### src/rtl/exe_stage_pkg.sv
// Shared definitions for the execute stage.
// Purpose: ALU command codes, shifter type codes, forwarding select codes,
// NZCV bit positions and a rotate-right helper used by the Val2 generator.
package exe_stage_pkg;

  localparam int W    = 32;
  localparam int SR_W = 4;

  // ALU commands; CMP shares SUB, TST shares AND, LDR/STR share ADD.
  localparam logic [3:0] ALU_NOP = 4'b0000;
  localparam logic [3:0] ALU_MOV = 4'b0001;
  localparam logic [3:0] ALU_ADD = 4'b0010;
  localparam logic [3:0] ALU_ADC = 4'b0011;
  localparam logic [3:0] ALU_SUB = 4'b0100;
  localparam logic [3:0] ALU_SBC = 4'b0101;
  localparam logic [3:0] ALU_AND = 4'b0110;
  localparam logic [3:0] ALU_ORR = 4'b0111;
  localparam logic [3:0] ALU_EOR = 4'b1000;
  localparam logic [3:0] ALU_MVN = 4'b1001;

  // Shift types in shifter operand bits [6:5].
  localparam logic [1:0] SH_LSL = 2'b00;
  localparam logic [1:0] SH_LSR = 2'b01;
  localparam logic [1:0] SH_ASR = 2'b10;
  localparam logic [1:0] SH_ROR = 2'b11;

  // Forwarding selects for Rn / Rm.
  localparam logic [1:0] FWD_REG  = 2'b00;
  localparam logic [1:0] FWD_MEM  = 2'b01;
  localparam logic [1:0] FWD_WB   = 2'b10;
  localparam logic [1:0] FWD_REG2 = 2'b11;

  // NZCV bit indices inside statusOut.
  localparam int FLAG_N = 3;
  localparam int FLAG_Z = 2;
  localparam int FLAG_C = 1;
  localparam int FLAG_V = 0;

  // Rotate right by 0..31; a shift of 32 yields zero so n=0 returns x.
  function automatic logic [31:0] rotr(input logic [31:0] x, input logic [4:0] n);
    return (x >> n) | (x << (6'd32 - {1'b0, n}));
  endfunction

endpackage

### src/rtl/Register.sv
// Generic load/clear register.
// Ports: clk, rst (sync active-high), ld (load d), clr (sync clear), d, q.
module Register #(
  parameter int W = 32
) (
  input  logic         clk,
  input  logic         rst,
  input  logic         ld,
  input  logic         clr,
  input  logic [W-1:0] d,
  output logic [W-1:0] q
);

  // State update: reset and clear dominate load, otherwise hold.
  always_ff @(posedge clk) begin
    if (rst) begin
      q <= {W{1'b0}};
    end else if (clr) begin
      q <= {W{1'b0}};
    end else if (ld) begin
      q <= d;
    end else begin
      q <= q;
    end
  end

endmodule

### src/rtl/exe_stage_alu.sv
// ALU for the execute stage (combinational).
// Ports: aluCmd, op1, val2, cIn (current C flag), result, flags {N,Z,C,V}.
module exe_stage_alu
  import exe_stage_pkg::*;
(
  input  logic [3:0]  aluCmd,
  input  logic [31:0] op1,
  input  logic [31:0] val2,
  input  logic        cIn,
  output logic [31:0] result,
  output logic [3:0]  flags
);

  logic [32:0] sum_s;
  logic        valid_s;
  logic        c_s;
  logic        v_s;

  // Operation decode; subtraction is op1 + ~val2 + carry so C is ~borrow.
  always_comb begin
    result  = 32'd0;
    sum_s   = 33'd0;
    valid_s = 1'b1;
    c_s     = 1'b0;
    v_s     = 1'b0;
    case (aluCmd)
      ALU_MOV: result = val2;
      ALU_MVN: result = ~val2;
      ALU_ADD, ALU_ADC: begin
        sum_s  = {1'b0, op1} + {1'b0, val2} + {32'd0, (aluCmd == ALU_ADC) & cIn};
        result = sum_s[31:0];
        c_s    = sum_s[32];
        v_s    = (op1[31] == val2[31]) && (result[31] != op1[31]);
      end
      ALU_SUB, ALU_SBC: begin
        sum_s  = {1'b0, op1} + {1'b0, ~val2} + {32'd0, (aluCmd == ALU_SUB) | cIn};
        result = sum_s[31:0];
        c_s    = sum_s[32];
        v_s    = (op1[31] != val2[31]) && (result[31] != op1[31]);
      end
      ALU_AND: result = op1 & val2;
      ALU_ORR: result = op1 | val2;
      ALU_EOR: result = op1 ^ val2;
      default: valid_s = 1'b0;
    endcase
  end

  // Flag assembly; undefined commands report all-zero flags.
  always_comb begin
    flags = 4'b0000;
    if (valid_s) begin
      flags[FLAG_N] = result[31];
      flags[FLAG_Z] = (result == 32'd0);
      flags[FLAG_C] = c_s;
      flags[FLAG_V] = v_s;
    end else begin
      flags = 4'b0000;
    end
  end

endmodule

### src/rtl/exe_stage_val2_gen.sv
// Second-operand generator for the execute stage (combinational).
// Ports: immIn (rotated imm8), memAccess (LDR/STR offset), shiftOperand
// (12-bit field), rmFwd (forwarded Rm), val2 (result).
module exe_stage_val2_gen
  import exe_stage_pkg::*;
(
  input  logic        immIn,
  input  logic        memAccess,
  input  logic [11:0] shiftOperand,
  input  logic [31:0] rmFwd,
  output logic [31:0] val2
);

  logic [4:0] shAmt_s;

  assign shAmt_s = shiftOperand[11:7];

  // Val2 selection: immediate beats memory offset beats register shift.
  always_comb begin
    val2 = 32'd0;
    if (immIn) begin
      val2 = rotr({24'd0, shiftOperand[7:0]}, {shiftOperand[11:8], 1'b0});
    end else if (memAccess) begin
      val2 = {20'd0, shiftOperand};
    end else if (shAmt_s == 5'd0) begin
      // Zero amount passes Rm through for every type (no RRX).
      val2 = rmFwd;
    end else begin
      case (shiftOperand[6:5])
        SH_LSL:  val2 = rmFwd << shAmt_s;
        SH_LSR:  val2 = rmFwd >> shAmt_s;
        SH_ASR:  val2 = $unsigned($signed(rmFwd) >>> shAmt_s);
        SH_ROR:  val2 = rotr(rmFwd, shAmt_s);
        default: val2 = rmFwd;
      endcase
    end
  end

endmodule

### src/rtl/exe_stage.sv
// Execute stage of the 5-stage ARM-subset pipeline.
// Forwards Rn/Rm, builds Val2, runs the ALU, computes the branch target and
// holds the NZCV status register read by the decode-stage condition check.
// Ports: clk/rst (sync active-high); ID/EX fields pcIn, aluCmdIn, memReadIn,
// memWriteIn, sIn, immIn, shiftOperandIn, imm24In, regRnIn, regRmIn;
// forwarding selSrc1/selSrc2, memFwdVal, wbFwdVal; outputs aluResOut,
// storeValOut, branchAddrOut (combinational) and statusOut (registered).
module exe_stage
  import exe_stage_pkg::*;
(
  input  logic        clk,
  input  logic        rst,
  input  logic [31:0] pcIn,
  input  logic [3:0]  aluCmdIn,
  input  logic        memReadIn,
  input  logic        memWriteIn,
  input  logic        sIn,
  input  logic        immIn,
  input  logic [11:0] shiftOperandIn,
  input  logic [23:0] imm24In,
  input  logic [31:0] regRnIn,
  input  logic [31:0] regRmIn,
  input  logic [1:0]  selSrc1,
  input  logic [1:0]  selSrc2,
  input  logic [31:0] memFwdVal,
  input  logic [31:0] wbFwdVal,
  output logic [31:0] aluResOut,
  output logic [31:0] storeValOut,
  output logic [31:0] branchAddrOut,
  output logic [3:0]  statusOut
);

  logic [31:0] op1_s;
  logic [31:0] rmFwd_s;
  logic [31:0] val2_s;
  logic [3:0]  aluFlags_s;

  // Rn forwarding mux.
  always_comb begin
    op1_s = regRnIn;
    case (selSrc1)
      FWD_MEM:  op1_s = memFwdVal;
      FWD_WB:   op1_s = wbFwdVal;
      default:  op1_s = regRnIn;
    endcase
  end

  // Rm forwarding mux; also the store data.
  always_comb begin
    rmFwd_s = regRmIn;
    case (selSrc2)
      FWD_MEM:  rmFwd_s = memFwdVal;
      FWD_WB:   rmFwd_s = wbFwdVal;
      default:  rmFwd_s = regRmIn;
    endcase
  end

  assign storeValOut = rmFwd_s;

  exe_stage_val2_gen uVal2 (
    .immIn        (immIn),
    .memAccess    (memReadIn | memWriteIn),
    .shiftOperand (shiftOperandIn),
    .rmFwd        (rmFwd_s),
    .val2         (val2_s)
  );

  exe_stage_alu uAlu (
    .aluCmd (aluCmdIn),
    .op1    (op1_s),
    .val2   (val2_s),
    .cIn    (statusOut[FLAG_C]),
    .result (aluResOut),
    .flags  (aluFlags_s)
  );

  // Word offset sign-extended and scaled to bytes.
  assign branchAddrOut = pcIn + {{6{imm24In[23]}}, imm24In, 2'b00};

  Register #(.W(SR_W)) uStatus (
    .clk (clk),
    .rst (rst),
    .ld  (sIn),
    .clr (1'b0),
    .d   (aluFlags_s),
    .q   (statusOut)
  );

endmodule
### config.mk
export PLATFORM = sky130hd
export DESIGN_NAME = exe_stage
export DESIGN_NICKNAME = d
export VERILOG_FILES = /design/src/rtl/exe_stage_pkg.sv /design/src/rtl/Register.sv /design/src/rtl/exe_stage_alu.sv /design/src/rtl/exe_stage_val2_gen.sv /design/src/rtl/exe_stage.sv
export SDC_FILE = /design/constraint.sdc
export NUM_CORES = 1
export LEC_CHECK = 0
export CAP_MARGIN = 40
export CORE_MARGIN = 2
export CORE_UTILIZATION = 35
export CTS_BUF_LIST = sky130_fd_sc_hd__clkbuf_8
export DETAILED_ROUTE_END_ITERATION = 8
export MAX_ROUTING_LAYER = met4
export PLACE_DENSITY_LB_ADDON = 0.25
export SYNTH_ARGS = -nofsm -noshare
export SYNTH_HDL_FRONTEND = slang
export SYNTH_SLANG_ARGS = --single-unit
### constraint.sdc
create_clock -name clk -period 16.7 [get_ports clk]
set_input_delay 3.34 -clock clk [delete_from_list [all_inputs] [get_ports clk]]
set_output_delay 3.34 -clock clk [all_outputs]
set_load 0.005 [all_outputs]
-- After elaboration in Yosys (flattened, before gate mapping)
Index checks and enable logic that the tools add are counted.
- input bits: 210
- register bits after elaboration: 4
- logic and storage cells: 62
- output and inout bits: 100
- bitwise operators: 9
- add/subtract/negate cells: 7
- reductions and logical operators: 8
- multiplexer cells: 11
- shifts and indexed selects: 6
- eq/ne operators: 20
- operators by type and width (kind ; count):
    32-bit case mux with 7 select lines ; 1
    32-bit case mux with 2 select lines ; 2
    32-bit case mux with 4 select lines ; 1
    32-bit two-way mux ; 3
    32-bit OR ; 3
    32-bit by 32-bit adder with 33-bit output ; 2
    33-bit by 1-bit adder with 33-bit output ; 2
    32-bit adder ; 1
    32-bit AND ; 1
    32-bit zero test ; 1
    32-bit inverter ; 1
    32-bit by 5-bit left shift with 32-bit output ; 1
    32-bit by 6-bit left shift with 32-bit output ; 1
    8-bit by 6-bit left shift with 32-bit output ; 1
    32-bit by 5-bit >> shifter with 32-bit output ; 1
    8-bit by 5-bit >> shifter with 32-bit output ; 1
    32-bit by 5-bit >>> shifter with 32-bit output ; 1
    32-bit bitwise XOR ; 1
    4-bit by 3-bit equality test with 1-bit output (second input constant) ; 4
    6-bit by 5-bit subtractor with 6-bit output (first input constant) ; 2
    9-bit OR reduction ; 1
    2-bit equality test (second input constant) ; 4
    4-bit by 2-bit equality test with 1-bit output (second input constant) ; 2
    4-bit equality test (second input constant) ; 2
    other kinds (13) ; 21

-- Longest topological paths before layout
- word-level depth: 15
- depth in mapped cells: 35
- mapped depth without buffers: 27

-- Cells and area by module
A second synthesis with hierarchy kept.
- cell total of the unflattened synthesis: 2454
- area, all modules: 16653.5 µm²
- by module, submodules not included (module ; area an instance (µm²) ; seq. area each (µm²) ; cells an instance ; instances):
    exe_stage_val2_gen ; 7538.5 ; 0.0 ; 1035 ; 1
    exe_stage_alu ; 6152.2 ; 0.0 ; 951 ; 1
    exe_stage ; 2817.7 ; 0.0 ; 455 ; 1
    Register ; 145.1 ; 80.1 ; 13 ; 1

-- Worst setup path before layout
No wires, ideal clock.
- path kind: input -> output
- start: input shiftOperandIn[7]
- end: output aluResOut[31]
- path slack: 3008 ps
- required time: 13360 ps
- cell stages on the path: 31
- buffers on the path: 9
- data arrival time: 10352 ps
- cell sequence: buf_4 buf_4 buf_4 inv_1 buf_4 buf_2 buf_2 buf_2 ha_1 and2_1 ha_1 clkbuf_1 or3_1 clkbuf_1 nor2_1 a2111oi_4 a211oi_1 o31ai_2 fa_1 nor2b_1 o311a_1 o311ai_1 a2111oi_0 o211ai_1 nand3_1 a311o_1 a2111oi_1 nor3_1 a311o_1 a32oi_1 inv_1
- word-level cells in the longest chain between the ends: 11
- elaborated cells on any way between the ends: 23
- those cells by class: 5 x add/sub; 6 x shift; 5 x mux; 6 x bitwise; 1 x reduce/logical
- ends and longest elaborated chain (what ; RTL line ; text):
    start: declaration ; exe_stage.sv:19 ; input logic [11:0] shiftOperandIn,
    6-bit by 5-bit subtractor with 6-bit output ; exe_stage_pkg.sv:41 ; return (x >> n) | (x << (6'd32 - {1'b0, n}));
    32-bit by 6-bit left shift with 32-bit output ; exe_stage_pkg.sv:41 ;
    32-bit OR ; exe_stage_pkg.sv:41 ;
    32-bit case mux with 4 select lines ; exe_stage_val2_gen.sv:29 ; case (shiftOperand[6:5])
    32-bit two-way mux ; exe_stage_val2_gen.sv:25 ; end else if (shAmt_s == 5'd0) begin
    32-bit two-way mux ; exe_stage_val2_gen.sv:23 ; end else if (memAccess) begin
    32-bit two-way mux (*) ; exe_stage_val2_gen.sv:21 ; if (immIn) begin
    32-bit inverter ; exe_stage_alu.sv:28, exe_stage_alu.sv:36 ;
    32-bit by 32-bit adder with 33-bit output ; exe_stage_alu.sv:36 ; sum_s = {1'b0, op1} + {1'b0, ~val2} + {32'd0, (aluCmd == ALU_SUB) | cIn};
    33-bit by 1-bit adder with 33-bit output ; exe_stage_alu.sv:36 ;
    32-bit case mux with 7 select lines (*) ; exe_stage_alu.sv:26 ; case (aluCmd)
    end: declaration ; exe_stage.sv:27 ; output logic [31:0] aluResOut,
Every way passes the cells marked *; elsewhere a longest branch is shown, timed or not.

-- Worst setup path in the final report
- start: input selSrc2[0]
- end: output aluResOut[29]
- word-level cells in the longest chain between the ends: 12
- elaborated cells on any way between the ends: 21
- those cells by class: 4 x add/sub; 2 x eq/ne; 4 x shift; 6 x mux; 5 x bitwise
- ends and longest elaborated chain (what ; RTL line ; text):
    start: declaration ; exe_stage.sv:24 ; input logic [1:0] selSrc2,
    2-bit equality test or 2-bit by 1-bit equality test with 1-bit output (tied branches) ; exe_stage.sv:51 ; case (selSrc2)
    32-bit case mux with 2 select lines (*) ; exe_stage.sv:51 ;
    32-bit by 6-bit left shift with 32-bit output or 32-bit by 5-bit >> shifter with 32-bit output (tied branches) ; exe_stage_pkg.sv:41, exe_stage_val2_gen.sv:31 ;
    32-bit OR ; exe_stage_pkg.sv:41 ;
    32-bit case mux with 4 select lines ; exe_stage_val2_gen.sv:29 ;
    32-bit two-way mux (*) ; exe_stage_val2_gen.sv:25 ;
    32-bit two-way mux (*) ; exe_stage_val2_gen.sv:23 ;
    32-bit two-way mux (*) ; exe_stage_val2_gen.sv:21 ;
    32-bit inverter ; exe_stage_alu.sv:28, exe_stage_alu.sv:36 ;
    32-bit by 32-bit adder with 33-bit output ; exe_stage_alu.sv:36 ;
    33-bit by 1-bit adder with 33-bit output ; exe_stage_alu.sv:36 ;
    32-bit case mux with 7 select lines (*) ; exe_stage_alu.sv:26 ;
Marked as above.

==> run_results.csv <==
group,metric,value,unit
finish,drive_gt1_frac,0.115,
worst_setup_path,rr_endpoint,"uStatus.q[2]$_SDFFE_PP0P_",
timing,finalSetupViolCount,0,
hold_path,worstHoldPathCells,2,
synth,synth_cells,2609,
synth,async_flop_share,0,
clock_network,clk_pin_slew_worst_paths,0.03,ns
synth,syn_nets,2960,
timing,fin_ws,0.855,ns
timing,worst_pin_slew,1.08,ns
timing,timing.fmax,0.0631,GHz
route,drc,0,
timing,final_max_slew_viol_count,0,
power_and_ir_drop,power.density,55.4,nW/um^2
timing,relSlewSlack,0.280,
power_and_ir_drop,power,0.00123,W
synth,synthFlopType,"dfxtp_1",
global_routing,grt_pass1_vias,23396,
synth,syn_avg_cell_area,7.00,um^2
hold_path,worstHoldStart,"uStatus.q[2]$_SDFFE_PP0P_",
synth,yosys_warnings,0,
timing,fin_setup_tns,0,ns
finish,largest_register_ffs,4,
worst_setup_path,crit_slowest_cell,"a22oi_1",
synth,ys_seq_area_frac,0.00438,
power_and_ir_drop,vdd_ir_drop_max,0.0000345,V
clock_network,cts_sinks,4,
clock_network,cts_made_buffers,3,
job,cap_violations,0,
worst_setup_path,reg2reg_slack,11.19,ns
synth,yosysMostFrequentCell,"nor2_1",
placed_design,place_ws,1.28,ns
timing,skew,0.00128,ns
route,finalWirelength,124000,um
placed_design,numPortBuffers,305,
global_routing,grt_max_degree,65,
floorplan,start_util,0.355,
finish,stdcell_count,3515,
global_routing,grt_pass1_wl,174000,um
placed_design,hpwl,99300,um
status,status,"completed",
synth,yosys.cell_types.count,98,
global_routing,track_usage,0.457,
worst_setup_path,cpPeakStageDelay,0.78,ns
floorplan,fp-row-count,83,
finish,reg.largest.list,"uStatus.q: 4 flops",
worst_setup_path,startpoint_type,"input pin",
clock_network,post_cts_buffers,0,
timing,hold_viol_final,0,
floorplan,core,51400,um^2
placed_design,place.gp.congestion,1.19,
hold_path,min_to,"uStatus.q[2]$_SDFFE_PP0P_",
worst_setup_path,critPathKind,"input pin to primary output",
route,routedWlPerCell,35.4,um
synth,synth_area_leaders,"mux4_2, ha_1, nor2_1",
clock_network,ctsResizeCount,0,
clock_network,cts_tree,"done",
clock_network,cts.path.max_buffers,2,
floorplan,ios,310,
worst_setup_path,cp_top_family,"compound AO/OA/AOI/OAI gates",
route,dr_total_vias,25110,
worst_setup_path,required,13.36,ns
hold_path,holdCritPathClass,"register to register",
finish,final-seq-area,80.1,um^2
synth,ys_ff_latch,4,
clock_network,cts_root_buf,"clkbuf_8",
clock_network,h-tree-depth,1,
global_routing,antenna_found_initial,6,
floorplan,die_height,232,um
worst_setup_path,crit_path_end_kind,"primary output",
worst_setup_path,arrival,12.51,ns
route,avgViaCountPerCell,7.14,
floorplan,dieWidth,232,um
timing,fin_crit,15.85,ns
clock_network,clk-insertion-delay-late,0.22,ns
synth,synth-edff-count,0,
timing,period_share,0.949,
finish,area_delta_synth_final,21.2,%
worst_setup_path,r2r_cells,17,
floorplan,die_area,54000,um^2
worst_setup_path,r2r_start,"uStatus.q[1]$_SDFFE_PP0P_",
synth,synth_area,18300,um^2
power_and_ir_drop,leakage,8.85,nW
finish,fillers,5338,
placed_design,place_inst,3497,
route,ant_nets,0,
route,drt_iter0_drc,4147,
global_routing,grt-ovfl-total,0,
worst_setup_path,crit_buf_inv,7,
worst_setup_path,cp_max_fo,33,
synth,synth_top_area_cell,"mux4_2",
route,drt_pass1_iterations,7,
synth,synthTopCellsByCount,"nor2_1, nand2_1, inv_1",
finish,fin_nets,3180,
clock_network,hold_buffers,0,
synth,yosysTopAreaCellShare,0.143,
finish,multi_input_area,16600,um^2
finish,regMostFlops,"uStatus.q",
timing,rsz0062_at_grt,"false",
==> metrics by stage <==
step                 util  instance area, um^2  hold WS [ns]
floorplan               -                18300         0.442
global placement    0.425                21900         0.454
detailed placement  0.429                22000         0.465
CTS                 0.430                22100         0.469
global route        0.431                22100         0.507
finish              0.431                22100         0.470
==> cell type report <==
type	instances	area share
tap	680	0.0384
sequential	4	0.00362
multi-input combinational	2208	0.748
inverter	189	0.0322
clock buffer	3	0.00186
antenna	8	0.000904
timing repair buffer	423	0.175
==> how the worst max path moves through the flow <==
| stage | start | to | slack (ns) | cells past startpoint |
|---|---|---|---|---|
| final | selSrc2[0] | aluResOut[29] | 0.85 | 26 |
| after global routing | selSrc2[1] | aluResOut[30] | 0.61 | 26 |
| after CTS | selSrc2[1] | aluResOut[29] | 1.25 | 25 |
| after detailed placement | selSrc2[1] | aluResOut[29] | 1.28 | 25 |
| after global placement | selSrc2[0] | aluResOut[29] | 1.38 | 26 |
| after floorplan | shiftOperandIn[7] | aluResOut[31] | 3.01 | 31 |
==> cells by family after synthesis <==
group / count (synthesis) / synth area share
xor+xnor: 43 / 0.0206
mux: 195 / 0.187
buf+inv: 397 / 0.0915
compound gates: 986 / 0.379
flops: 4 / 0.00438
fa+ha+maj: 141 / 0.0987
simple gates: 843 / 0.219
==> power by group <==
group / switching (W) / leakage, nW / internal [W]
Sequential: 0.000000179 / 0.0325 / 0.00000996
Clock: 0.00000516 / 0.0216 / 0.0000154
Combinational: 0.000744 / 8.79 / 0.000451
==> worst min-delay path, delay by kind of cell (launching register included) <==
family / cells / cell delay (ns)
flip-flops: 1 / 0.30
AND/OR/NAND/NOR: 1 / 0.06
AO/OA/AOI/OAI: 1 / 0.06
==> per-layer routing <==
metal,vias up,GRT usage,routed length (um)
li1,10456,-,-
met4,0,0.264,9450
met1,11947,0.565,47000
met2,2218,0.651,50500
met3,489,0.144,17400
met5,-,-,0
==> cell usage in the layout, fill, tap and decap left out, drive strengths merged, types with 52 or more instances in the layout <==
cell and instances:
nand3 52, clkdlybuf4s50 299, buf 123, inv 187, a21oi 180, mux2i 67
o21ai 170, nor2 240, a22oi 80, ha 136, nor3 88, mux4 116
nand2 235
(Power assumes the default switching activity.)
